$ cat config.mk
export PLATFORM = sky130hd
export DESIGN_NAME = run_controller
export DESIGN_NICKNAME = d
export VERILOG_FILES = /design/src/rtl/run_controller.sv
export SDC_FILE = /design/constraint.sdc
export NUM_CORES = 1
export LEC_CHECK = 0
export CORE_ASPECT_RATIO = 1.4
export CORE_UTILIZATION = 29
export DETAILED_ROUTE_END_ITERATION = 8
export PLACE_DENSITY = 0.56
export SETUP_SLACK_MARGIN = 0.15
export SYNTH_ARGS = -nofsm -noshare
export SYNTH_HDL_FRONTEND = slang
export SYNTH_SLANG_ARGS = --single-unit
$ cat constraint.sdc
create_clock -name clock -period 2.83 [get_ports clock]
set_input_delay 0.849 -clock clock [delete_from_list [all_inputs] [get_ports clock]]
set_output_delay 0.849 -clock clock [all_outputs]
set_load 0.02 [all_outputs]
$ cat src/rtl/run_controller.sv
// Run sequencer for the single-cycle core: host req/ack handshake, start pulse
// for the program counter, RUN-cycle counting, done-address detection and a
// watchdog that ends a run that never reaches its done address.
module run_controller #(
    parameter int unsigned PC_BITS        = 10,
    parameter int unsigned DONE_ADDR0     = 493,
    parameter int unsigned DONE_ADDR1     = 3,
    parameter int unsigned DONE_ADDR2     = 35,
    parameter int unsigned START_CYCLES   = 2,
    parameter int unsigned TIMEOUT_CYCLES = 50000
) (
    input  logic               clock,
    input  logic               reset_n,
    input  logic               req,
    input  logic [1:0]         prog_sel,
    input  logic [PC_BITS-1:0] pc,
    output logic               start,
    output logic               run,
    output logic               ack,
    output logic               timeout,
    output logic [15:0]        cycle_count
);

    localparam logic [PC_BITS-1:0] DoneAddr0   = PC_BITS'(DONE_ADDR0);
    localparam logic [PC_BITS-1:0] DoneAddr1   = PC_BITS'(DONE_ADDR1);
    localparam logic [PC_BITS-1:0] DoneAddr2   = PC_BITS'(DONE_ADDR2);
    // Start counter is loaded with START_CYCLES-1 and leaves START when it reads 0.
    localparam logic [3:0]         StartLast   = 4'(START_CYCLES - 1);
    // Watchdog fires on the edge that takes the count to TIMEOUT_CYCLES.
    localparam logic [15:0]        TimeoutLast = 16'(TIMEOUT_CYCLES - 1);

    typedef enum logic [2:0] {
        StIdle,
        StStart,
        StRun,
        StDone,
        StFault
    } state_e;

    state_e             state_q;
    logic [3:0]         start_cnt_q;
    logic [PC_BITS-1:0] done_addr_q;
    logic [15:0]        count_q;
    logic               start_q;
    logic               run_q;
    logic               ack_q;
    logic               timeout_q;

    logic [PC_BITS-1:0] sel_addr;
    logic               done_hit;
    logic               timeout_hit;
    logic [15:0]        count_inc;

    // Done address for the requested program; select 3 falls back to program 0.
    always_comb begin
        sel_addr = DoneAddr0;
        case (prog_sel)
            2'd1:    sel_addr = DoneAddr1;
            2'd2:    sel_addr = DoneAddr2;
            default: sel_addr = DoneAddr0;
        endcase
    end

    // Compare terms used only inside RUN; START never consults the done compare.
    always_comb begin
        done_hit    = (pc == done_addr_q);
        timeout_hit = (count_q == TimeoutLast);
        count_inc   = count_q + 16'd1;
    end

    // Run sequencer: state, counters and registered outputs updated together.
    always_ff @(posedge clock) begin
        if (!reset_n) begin
            state_q     <= StIdle;
            start_cnt_q <= 4'd0;
            done_addr_q <= DoneAddr0;
            count_q     <= 16'd0;
            start_q     <= 1'b0;
            run_q       <= 1'b0;
            ack_q       <= 1'b0;
            timeout_q   <= 1'b0;
        end else begin
            case (state_q)
                StIdle: begin
                    if (req) begin
                        state_q     <= StStart;
                        done_addr_q <= sel_addr;
                        count_q     <= 16'd0;
                        start_cnt_q <= StartLast;
                        start_q     <= 1'b1;
                    end
                end
                StStart: begin
                    if (!req) begin
                        state_q <= StIdle;
                        start_q <= 1'b0;
                    end else if (start_cnt_q == 4'd0) begin
                        state_q <= StRun;
                        start_q <= 1'b0;
                        run_q   <= 1'b1;
                    end else begin
                        start_cnt_q <= start_cnt_q - 4'd1;
                    end
                end
                StRun: begin
                    // Every RUN edge counts, including the one that leaves RUN.
                    count_q <= count_inc;
                    if (!req) begin
                        state_q <= StIdle;
                        run_q   <= 1'b0;
                    end else if (done_hit) begin
                        state_q <= StDone;
                        run_q   <= 1'b0;
                        ack_q   <= 1'b1;
                    end else if (timeout_hit) begin
                        state_q   <= StFault;
                        run_q     <= 1'b0;
                        ack_q     <= 1'b1;
                        timeout_q <= 1'b1;
                    end
                end
                StDone: begin
                    if (!req) begin
                        state_q <= StIdle;
                        ack_q   <= 1'b0;
                    end
                end
                StFault: begin
                    if (!req) begin
                        state_q   <= StIdle;
                        ack_q     <= 1'b0;
                        timeout_q <= 1'b0;
                    end
                end
                default: begin
                    state_q   <= StIdle;
                    start_q   <= 1'b0;
                    run_q     <= 1'b0;
                    ack_q     <= 1'b0;
                    timeout_q <= 1'b0;
                end
            endcase
        end
    end

    assign start       = start_q;
    assign run         = run_q;
    assign ack         = ack_q;
    assign timeout     = timeout_q;
    assign cycle_count = count_q;

endmodule

-- After elaboration in Yosys (flattened, before gate mapping)
Index checks and enable logic that the tools add are counted.
- $add $sub $neg: 2
- multiply operators: 0
- divide/modulo/power cells: 0
- $lt $le $gt $ge: 0
- equality and inequality tests: 20
- shift operators: 0
- mux-type cells: 33
- bitwise operators: 4
- reductions and logical operators: 17
- operators with widths (operator ; number):
    one-hot mux 16 bit (2 select lines) ; 1
    two-way mux 3 bit ; 7
    inequality test 2 bit, second input constant ; 9
    one-hot mux 9 bit (2 select lines) ; 1
    adder 16 x 1 -> 16 bit, second input constant ; 1
    == test 16 bit, second input constant ; 1
    two-way mux 16 bit ; 1
    AND reduction 4 bit ; 4
    two-way mux 1 bit ; 14
    two-way mux 4 bit ; 3
    one-hot mux 1 bit (3 select lines) ; 4
    one-hot mux 3 bit (4 select lines) ; 1
    == test 10 bit ; 1
    OR reduction 3 bit ; 3
    one-hot mux 4 bit (2 select lines) ; 1
    == test 3 x 2 -> 1 bit, second input constant ; 2
    inequality test 3 bit, second input constant ; 2
    AND reduction 5 bit ; 1
    zero test 4 bit ; 1
    inequality test 4 bit, second input constant ; 1
    inverter 1 bit ; 4
    AND reduction 2 bit ; 2
    nonzero test 2 bit ; 2
    OR reduction 2 bit ; 2
    7 further kinds ; 7
- bits in registers: 37
- latch bits: 0
- memory bits (writable): 0
- ROM bits: 0
- bits of input ports: 15
- output and inout port bits: 20
- logic and storage cells: 84
- memories: 0

-- Depth between registers and ports, before layout
Gate-level depths: netlist (run 1).
- depth in word-level cells: 5
- gate-level depth with buffers: 7
- gate-level depth less buffers: 7

-- Worst setup path before layout (run 1)
No wires, ideal clock.
- kind: input -> register
- start point: input pc[2]
- end point: register state_q[0]
- setup time: 0.072 ns
- arrival time: 2.164 ns
- data required time: 2.758 ns
- path slack: 0.595 ns
- stages: 5
- path buffers: 0
- path through: or4_1 nor3_1 o2111ai_2 a41oi_1 mux2i_1
- longest elaborated chain between the ends: 4
- elaborated cells on any way between the ends: 6
- those cells by class: eq/ne (2); mux (3); reduce/logical (1)
- RTL lines (item ; line ; RTL):
    from (decl) ; 16 ; input logic [PC_BITS-1:0] pc,
    == test 10 bit * ; 66 ; done_hit = (pc == done_addr_q);
    two-way mux 3 bit ; 111 ; end else if (done_hit) begin
    two-way mux 3 bit ; 108 ; if (!req) begin
    one-hot mux 3 bit (4 select lines) ; 83 ; case (state_q)
    to (signal assigned) ; 86 ; state_q <= StStart;
    to (signal assigned) ; 109 ; state_q <= StIdle;
    to (signal assigned) ; 112 ; state_q <= StDone;
    to (decl) ; 40 ; state_e state_q;
Mark *: on every way between the ends. The rest lies on a longest branch, timed or not.
A chain may end at the register's enable or synchronous reset.

-- Worst setup path in the final report (run 1)
Ends and elaborated chain as after synthesis.

==> metrics.md, run 1 <==
| Metric | Value |
|---|---|
| Largest net degree at the start of global routing | `20` |
| Antenna Nets Post-Route | `0` |
| Crit path launch | `pc[2]` |
| Ranking of synthesized cells by area | `dfxtp_1 (36%), nand2_1 (6.7%), a21oi_1 (5.4%), nor2_1 (3.8%), nor3_1 (3.3%)` |
| Setup CP Type | `in -> reg` |
| Status | `completed` |
| Total CTS buffers | `5` |
| Crit end category | `flop` |
| Cell area after layout | `around 2200 µm²` |
| Final worst path period need | `~2.5 ns` |
| Main synth FF type | `dfxtp_1` |
| DR pass1 iterations | `4` |
| Cell-internal power | `~940 µW` |
| Syn_nets | `229` |
| Relative slew slack | `between 60% and 70%` |
| Row cnt | `32` |
| Startpoint types | `input port` |
| H-tree Lvls | `2` |
| Post-synthesis sequential area ratio | `between 30% and 40%` |
| Clock Skew | `between 0.004 and 0.005 ns` |
| CTS tree | `yes` |
| Post-Syn Instances | `between 200 and 250` |
| Cells resized by post-CTS repair | `0` |
| Synth cell count leaders | `dfxtp_1 (30), nand2_1 (30), a21oi_1 (18)` |
| Min-delay worst type | `reg -> reg` |
| Initial antenna violation count | `0` |
| Ys async rst share | `0%` |
| Synth Register Bits | `30` |
| Full die area | `6090 µm²` |
| Final setup viols | `0` |
| Cell Area, Synth | `~1700 µm²` |
| P_sw | `roughly 520 µW` |
| Switching Fraction | `a little over a third` |
| NumNets Final | `around 270` |
| Hold Path Origin | `done_addr_q[7]` |
| GR Util met2 | `roughly 27%` |
| WL final | `about 4600 µm` |
| Clock network power share | `between 20 and 30%` |
| Layout cells sized above 1 | `10.4%` |
| Critical Path Fanout Max | `7` |
| Sequential share of power | `35.4%` |
| Fin. Hold Viols | `0` |
| Max-Cap Viols | `0` |
| GPL Wtd Cong | `0.803` |
| DP Cell Count | `around 310` |
| GRT Residual Overflow | `0` |
| Drt wl/cell | `around 14 µm` |
| Post-synth cell types | `51` |
| Area growth from synthesis to layout | `32.6%` |
| Post-DP HPWL | `about 3200 µm` |
| Post-placement setup slack | `approximately 0.043 ns` |
| WP data arrival | `between 2 and 3 ns` |
| Syn avg cell area | `slightly below 8 µm²` |
| Fmax | `just over 0.4 GHz` |
| Leak Pwr | `slightly below 0.8 nW` |
| DRT iter0 DRCs | `57` |
| EDFF count, synth | `0` |
| Ports | `35` |
| Final hold slack | `about 0.45 ns` |
| Number of global-route vias before repair | `approximately 1.7k` |
| Initial Utilization | `a little under a third` |
| Max-slew violation count | `0` |
| Drt drc | `0` |
| Total track usage | `16.5%` |
| Non-Filler Instances | `319` |
| Critical R2R Launch | `state_q[1]` |
| Inserted Diodes | `0` |
| Vias per cell | `around 5.4` |
| Core ar. | `between 5000 and 6000 µm²` |
| Yosys top cell area share | `a little over a third` |
| Clock sinks | `30` |
| Worst EP required | `just over 3 ns` |
| Largest area contributor in the netlist | `dfxtp_1` |
| Grt met1 use | `a little under 20%` |
| Placed cell areas | `between 2000 and 2500 µm²` |
| Busiest grt layer | `met2` |
| FILL cells | `between 500 and 600` |
| Vias | `1707` |
| Die H | `92.0 µm` |
| Clock Path Buffers | `2` |
| M3 GR Usage | `about 4.0%` |
| Setup WS post-layout | `roughly 0.34 ns` |
| Final period utilization | `87.9%` |
| Tot Pwr | `about 1.5 mW` |
| Die Wd | `66.3 µm` |
| Port bufs | `34` |
| Clock-pin slew on the worst setup and hold paths | `about 0.070 ns` |
| Worst IR Drop VDD | `approximately 0.00023 V` |
| Pwr Density | `approximately 660 nW/µm²` |
| CTS root buf | `clkbuf_8` |
| Post-CTS Hold Fix Bufs | `0` |
| Clk Latency, worst-skew pair | `0.29 ns` |
| Global-route wire length before repair | `about 7700 µm` |
| Slew at the pin closest to its max-slew limit | `0.475 ns` |
| Final TNS setup | `0 ns` |
| RSZ-0062 raised after global routing | `no` |
| Logic gate share of total power | `36.2%` |
| Setup Fix Bufs, Post-CTS | `0` |
| Ys Warns | `0` |
| Final core occ | `roughly 40%` |
==> cells in the final DEF (no fill, tap or decap), drive strengths merged, types with 2 or more instances in the layout <==
cell	n
o21ai	9
mux2	2
or4b	2
or3b	2
and2	4
nand3	10
and3	2
ha	3
a311oi	5
a41oi	3
buf	8
nor3	12
clkdlybuf4s50	34
xnor2	2
mux2i	2
nor2	17
inv	6
clkbuf	8
nand4	6
a31oi	7
nor4	3
nand4b	2
nand2	30
a21boi	2
a21oi	18
or4	2
dfxtp	30
o211ai	2
==> cell type report <==
cell class / instances / area, µm² / share of cell area (%)
multi-input cells: 164 / 1000 / 45.0
flip-flops and latches: 30 / 601 / 27.0
clock buffers: 8 / 110 / 4.95
repair buffers: 42 / 400 / 18.0
inverters: 7 / 26.3 / 1.18
well taps: 68 / 85.1 / 3.83
==> worst max-delay path, cell delays in order <==
cell,delay (ns)
clkdlybuf4s50_1,0.42
or4_1,0.52
nor3_1,0.19
o2111ai_2,0.23
a41oi_1,0.31
mux2i_1,0.20
==> sequential cells by signal, indices dropped and copies added, names as in the netlist <==
name,count
state_q,3
timeout,1
ack,1
cycle_count,16
done_addr_q,3
start_cnt_q,4
start,1
run,1
==> metal layers <==
| metal | vias up | share of wire [%] |
|---|---|---|
| met5 | - | 0 |
| met4 | 0 | 2.8 |
| met3 | 10 | 4.9 |
| met2 | 44 | 48 |
| met1 | 788 | 44 |
| li1 | 865 | - |
==> power by group through the flow <==
stage | Combinational [mW] | Clock (mW) | Sequential [mW]
finish | 0.530 | 0.414 | 0.518
floorplan | 0.363 | 0 | 0.527
global placement | 0.526 | 0 | 0.528
CTS | 0.534 | 0.421 | 0.519
global route | 0.595 | 0.440 | 0.529
detailed placement | 0.531 | 0 | 0.528
==> logic make-up after synthesis <==
| family | synth area share [%] |
|---|---|
| flip-flops | 35.8 |
| XOR/XNOR | 1.57 |
| AND/OR/NAND/NOR | 31.6 |
| multiplexers | 2.54 |
| buffers and inverters | 4.48 |
| AO/OA/AOI/OAI | 21.8 |
| adder cells (fa/ha/maj) | 2.24 |
==> path summary, 6_finish.rpt <==
kind / to / cells past startpoint / slack [ns]
worst max register to register: cycle_count[9] / 5 / 0.71
worst min register to register: done_addr_q[7] / 2 / 0.45
worst min-delay path: done_addr_q[7] / 2 / 0.45
worst max-delay path: state_q[0] / 6 / 0.34
Power figures use the tool's default switching activity.
==> run 2: changes to the inputs <==
--- a/config.mk
+++ b/config.mk
@@ -5,10 +5,12 @@
 export SDC_FILE = /design/constraint.sdc
 export NUM_CORES = 1
 export LEC_CHECK = 0
+export CELL_PAD_IN_SITES_DETAIL_PLACEMENT = 0
+export CELL_PAD_IN_SITES_GLOBAL_PLACEMENT = 2
 export CORE_ASPECT_RATIO = 1.4
 export CORE_UTILIZATION = 29
 export DETAILED_ROUTE_END_ITERATION = 8
-export PLACE_DENSITY = 0.56
+export PLACE_DENSITY = 0.85
 export SETUP_SLACK_MARGIN = 0.15
 export SYNTH_ARGS = -nofsm -noshare
 export SYNTH_HDL_FRONTEND = slang
==> run 2 against run 1 <==
  * Combinational power decreased by 2%
  * Critical endpoint unchanged
  * Sequential cell count unchanged
  * Final cell count down 0.31%
  * Register-to-register slack improved by 0.04 ns
  * Maximum frequency decreased by 0.55%
  * Highest routed layer unchanged
  * Setup slack got worse by 0.014 ns
  * Wire length increased by 5.5%
  * First-iteration DRC count rose by 51%
  * Sequential share of layout area grew 0.39 points
==> metrics.md, run 2 (same netlist as run 1, synthesis figures left out) <==
| Metric | Value |
|---|---|
| Antenna Nets Post-Route | `0` |
| Full die area | `6090 µm²` |
| Clock Skew | `0.00735 ns` |
| Clk Latency, worst-skew pair | `slightly below 0.3 ns` |
| Post-CTS Hold Fix Bufs | `0` |
| Layout cells sized above 1 | `approximately a tenth` |
| Critical Path Fanout Max | `7` |
| Final TNS setup | `0 ns` |
| Vias per cell | `between 5 and 6` |
| Placed cell areas | `approximately 2100 µm²` |
| Max-Cap Viols | `0` |
| Max reg flops | `16` |
| Total track usage | `around 17%` |
| CTS root buf | `clkbuf_8` |
| H-tree Lvls | `2` |
| Final worst path period need | `~2.5 ns` |
| Worst IR Drop VDD | `about 0.00024 V` |
| Core ar. | `roughly 5500 µm²` |
| Die H | `92.0 µm` |
| Final hold slack | `roughly 0.47 ns` |
| Number of global-route vias before repair | `around 1.7k` |
| FILL cells | `roughly 620` |
| DP Cell Count | `roughly 310` |
| Largest net degree at the start of global routing | `20` |
| Final core occ | `approximately two fifths` |
| Drt drc | `0` |
| Fmax | `0.400 GHz` |
| Status | `completed` |
| Min-delay worst type | `reg -> reg` |
| GRT Residual Overflow | `0` |
| Clock sinks | `30` |
| Most common cell after layout, fill and taps aside | `clkdlybuf4s50_1` |
| Post-placement setup slack | `0.0324 ns` |
| DRT iter0 DRCs | `between 80 and 90` |
| DR pass1 iterations | `4` |
| Setup CP Type | `in -> reg` |
| Total CTS buffers | `5` |
| Area growth from synthesis to layout | `30.7%` |
| RR Endpoint | `cycle_count[9]` |
| Cell area after layout | `around 2200 µm²` |
| Hold Path Origin | `done_addr_q[7]` |
| Clock Path Buffers | `2` |
| Row cnt | `32` |
| Clock-pin slew on the worst setup and hold paths | `approximately 0.070 ns` |
| Setup WS post-layout | `0.329 ns` |
| Initial Utilization | `30.3%` |
| Relative slew slack | `between 60% and 70%` |
| Hold path endpoint | `done_addr_q[7]` |
| Final period utilization | `88.4%` |
| Inserted Diodes | `0` |
| Slew at the pin closest to its max-slew limit | `0.529 ns` |
| Setup Fix Bufs, Post-CTS | `0` |
| Sequential Area | `around 600 µm²` |
| R2r setup slk | `approximately 0.75 ns` |
| WL final | `4800 µm` |
| Area of the multi-input gates | `about 1000 µm²` |
| Cells resized by post-CTS repair | `0` |
| Die Wd | `66.3 µm` |
| NumNets Final | `268` |
| Hold depth | `2` |
| Worst r2r path cells | `5` |
| CTS tree | `yes` |
| Crit end category | `flop` |
| Leak Pwr | `approximately 0.77 nW` |
| Port bufs | `34` |
| Initial antenna violation count | `0` |
| Tot Pwr | `1.38 mW` |
| Ports | `35` |
| Non-Filler Instances | `318` |
| Global-route wire length before repair | `roughly 8000 µm` |
| WP data arrival | `2.72 ns` |
| Max-slew violation count | `0` |
| RSZ-0062 raised after global routing | `no` |
| Post-DP HPWL | `roughly 3300 µm` |
| Fin. Hold Viols | `0` |
| Critical R2R Launch | `state_q[0]` |
| Worst EP required | `3.05 ns` |
| Startpoint types | `input port` |
| Pwr Density | `roughly 630 nW/µm²` |
| Drt wl/cell | `15.1 µm` |
| Most frequent cells in the layout | `clkdlybuf4s50_1 (34), nand2_1 (30), dfxtp_1 (30)` |
| Vias | `about 1.7k` |
| Final setup viols | `0` |
| GPL Wtd Cong | `approximately 0.8` |
## run 2: routing by layer
metal  global-route usage, %  wire length (µm)  up-vias
met4                    7.62               126        0
met3                    4.85               275       10
li1                        -                 -      865
met5                       0                 0        -
met1                    21.9              2180      796
met2                    27.5              2220       42
## run 2: how the worst max path moves through the flow
stage               start    endpoint  slack (ns)  cells after the start
floorplan           pc[2]  state_q[0]        0.59                      5
global placement    pc[2]  state_q[0]        0.05                      6
detailed placement  pc[2]  state_q[0]        0.03                      6
CTS                 pc[2]  state_q[0]        0.32                      6
global route        pc[2]  state_q[0]        0.20                      6
finish              pc[2]  state_q[0]        0.33                      6
## run 2: area by class of cell
cell class	count	area share (%)
multi-input cells	164	45.7
flip-flops and latches	30	27.4
repair buffers	42	18.3
well taps	68	3.88
clock buffers	5	3.14
inverters	7	1.20
clock inverters	2	0.457
## run 2: report_power, final
part	total, mW	internal (mW)	switching, mW
sequential	0.532	0.471	0.0609
combinational	0.519	0.224	0.295
clock	0.333	0.165	0.168
## run 2: worst max-delay path, stage by stage
cell and delay, ns:
clkdlybuf4s50_1 0.42, or4_1 0.52, nor3_1 0.19, o2111ai_2 0.24
a41oi_1 0.31, mux2i_1 0.20
==> run 3: changes to the inputs <==
--- a/config.mk
+++ b/config.mk
@@ -5,12 +5,13 @@
 export SDC_FILE = /design/constraint.sdc
 export NUM_CORES = 1
 export LEC_CHECK = 0
+export ABC_AREA = 1
 export CELL_PAD_IN_SITES_DETAIL_PLACEMENT = 0
 export CELL_PAD_IN_SITES_GLOBAL_PLACEMENT = 2
 export CORE_ASPECT_RATIO = 1.4
-export CORE_UTILIZATION = 29
+export CORE_UTILIZATION = 27
 export DETAILED_ROUTE_END_ITERATION = 8
-export PLACE_DENSITY = 0.85
+export PLACE_DENSITY = 0.84
 export SETUP_SLACK_MARGIN = 0.15
 export SYNTH_ARGS = -nofsm -noshare
 export SYNTH_HDL_FRONTEND = slang
==> run 3 against run 2 <==
  * Cell area is 0.86% higher
  * Hold slack worse by 0.018 ns
  * Die area grew 8.1%
  * Final cell count grew 13%
  * First-iteration DRC count is 33% lower
  * Clock skew shrank 0.0029 ns
  * Register-to-register slack better by 0.17 ns
  * Utilization is 2.5 points lower
==> metrics.md, run 3 <==
| Metric | Value |
|---|---|
| Post-synth cell types | `34` |
| EDFF count, synth | `0` |
| NumNets Final | `~300` |
| Layout cells sized above 1 | `between 10% and 20%` |
| Max reg flops | `16` |
| Final setup viols | `0` |
| Post-Synth Adder-Cell Area | `approximately 2.2%` |
| Crit end category | `flop` |
| Relative slew slack | `roughly half` |
| Cell Area, Synth | `between 1500 and 2000 µm²` |
| Vias | `around 1.7k` |
| Ports | `35` |
| DP Cell Count | `352` |
| Row cnt | `33` |
| Die Wd | `68.9 µm` |
| Max-slew violation count | `0` |
| Fin. Hold Viols | `0` |
| Syn avg cell area | `6.79 µm²` |
| Syn_nets | `roughly 270` |
| Post-CTS Hold Fix Bufs | `0` |
| Slew at the pin closest to its max-slew limit | `between 0.7 and 0.8 ns` |
| Ranking of synthesized cells by area | `dfxtp_1 (36%), nand2_1 (11%), a21oi_1 (6.8%), o21ai_0 (6.5%), inv_1 (6.4%)` |
| Drt drc | `0` |
| Pwr Density | `roughly 630 nW/µm²` |
| DR pass1 iterations | `4` |
| Setup WS post-layout | `~0.37 ns` |
| Max-Cap Viols | `0` |
| Critical path's top delay family | `simple AND/OR/NAND/NOR gates` |
| Status | `completed` |
| Crit path cell chain | `clkdlybuf4s50_1, inv_2, nor2_1, nand2_4, inv_2, nor2_1, nand2_1, a221oi_1` |
| Setup Fix Bufs, Post-CTS | `0` |
| Leak Pwr | `around 0.82 nW` |
| Largest family of logic cells by synthesized area | `simple AND/OR/NAND/NOR gates` |
| Core ar. | `slightly below 6000 µm²` |
| CTS root buf | `clkbuf_8` |
| XOR/XNOR Fraction of Synth Area | `less than 1%` |
| Post-placement setup slack | `between 0.06 and 0.07 ns` |
| Yosys top cell area share | `35.5%` |
| Post-Synth Simple-Gate Area | `31.9%` |
| Initial antenna violation count | `0` |
| Buf/Inv on CP | `3` |
| Worst EP required | `3.02 ns` |
| Final TNS setup | `0 ns` |
| RSZ-0062 raised after global routing | `no` |
| Area growth from synthesis to layout | `30.7%` |
| Cells resized by post-CTS repair | `0` |
| Largest net degree at the start of global routing | `16` |
| Number of global-route vias before repair | `about 1.7k` |
| Clock-pin slew on the worst setup and hold paths | `~0.07 ns` |
| Final period utilization | `about 87%` |
| Antenna Nets Post-Route | `0` |
| Most frequent cells in the layout | `nand2_1 (50), clkdlybuf4s50_1 (34), dfxtp_1 (30)` |
| Total track usage | `between 15 and 20%` |
| Startpoint types | `input port` |
| Most common cell after layout, fill and taps aside | `nand2_1` |
| WP data arrival | `between 2 and 3 ns` |
| Full die area | `6590 µm²` |
| Ys async rst share | `0%` |
| Mux contribution to synthesized area | `0%` |
| Clock Skew | `~0.0044 ns` |
| H-tree Lvls | `2` |
| Fmax | `0.407 GHz` |
| Post-synthesis sequential area ratio | `a little over a third` |
| Ys Warns | `0` |
| Largest area contributor in the netlist | `dfxtp_1` |
| Non-Filler Instances | `360` |
| Inserted Diodes | `0` |
| Most frequent cell after synthesis | `nand2_1` |
| Final worst path period need | `2.46 ns` |
| WL final | `about 4700 µm` |
| Post-Syn Instances | `roughly 250` |
| Vias per cell | `between 4 and 5` |
| Clock sinks | `30` |
| Synth cell count leaders | `nand2_1 (50), dfxtp_1 (30), inv_1 (29), nor2_1 (29), a21oi_1 (23)` |
| Drt wl/cell | `13.1 µm` |
| Total CTS buffers | `5` |
| Critical Path Fanout Max | `11` |
| Clk Latency, worst-skew pair | `between 0.2 and 0.3 ns` |
| Main synth FF type | `dfxtp_1` |
| Global-route wire length before repair | `about 7900 µm` |
| GRT Residual Overflow | `0` |
| FILL cells | `662` |
| Clock Path Buffers | `2` |
| Post-synthesis compound-gate area fraction | `between 20 and 25%` |
| Setup CP Type | `in -> reg` |
| DRT iter0 DRCs | `58` |
| GPL Wtd Cong | `about 0.8` |
| Final core occ | `a little under two fifths` |
| Min-delay worst type | `reg -> reg` |
| Initial Utilization | `~28%` |
| CP max stage delay | `~0.58 ns` |
| CTS tree | `yes` |
| CP max-delay cell | `nor2_1` |
| Worst IR Drop VDD | `approximately 0.00022 V` |
| Port bufs | `34` |
| Synth Register Bits | `30` |
| Die H | `around 96 µm` |
| Post-DP HPWL | `between 3000 and 4000 µm` |
run 3: cell types whose count changed after synthesis, sizes merged, moves of 5 or more:
| cell | delta |
|---|---|
| nor2 | +14 |
| a31oi | -5 |
| a311oi | -5 |
| a21oi | +7 |
| nand2 | +24 |
| nand3 | +5 |
| inv | +29 |
| o21ai | +14 |
run 3: cells by family after synthesis:
logic type / Yosys count
AND/OR/NAND/NOR: 115
AO/OA/AOI/OAI: 60
buffers and inverters: 40
flip-flops: 30
adder cells (fa/ha/maj): 3
XOR/XNOR: 1
run 3: where the power goes:
part           total (mW)  internal [mW]  leakage (nW)  switching (mW)
Combinational       0.490          0.185         0.529           0.305
Sequential          0.537          0.482         0.244          0.0543
Clock               0.361          0.196        0.0482           0.165
Total                1.39          0.863         0.821           0.524
run 3: worst paths after layout:
check                   from               to  slack (ns)  depth (start not counted)
hold / removal           ack              ack        0.45                          2
hold reg to reg          ack              ack        0.45                          2
setup reg to reg  state_q[1]  cycle_count[11]        0.92                          5
setup / recovery         req   cycle_count[4]        0.37                          8
run 3: final cells by class:
type | instances | area (µm²) | share of cell area, %
multi-input combinational | 179 | 927 | 41.9
sequential | 30 | 601 | 27.2
timing repair buffer | 38 | 370 | 16.8
inverter | 35 | 134 | 6.06
tap | 70 | 87.6 | 3.96
clock buffer | 7 | 86.3 | 3.90
clock inverter | 1 | 5.00 | 0.226
run 3: tightest hold or removal path, stage by stage (launching register included):
cell and delay, ns:
dfxtp_1 0.31, inv_1 0.05, a21oi_1 0.05
run 3: stage by stage:
step | instance area [µm²] | hold slack, ns | power [mW]
global placement | 2120 | 0.437 | 1.04
floorplan | 1690 | 0.463 | 0.902
finish | 2210 | 0.451 | 1.39
global route | 2210 | 0.477 | 1.49
detailed placement | 2120 | 0.447 | 1.04
CTS | 2210 | 0.458 | 1.41
run 3: per-layer routing:
| metal | part of all wire [%] | GRT usage, % |
|---|---|---|
| met1 | 44 | 18.9 |
| met5 | 0 | 0 |
| met4 | 3.1 | 7.82 |
| met3 | 2.8 | 3.23 |
| met2 | 50 | 27.8 |
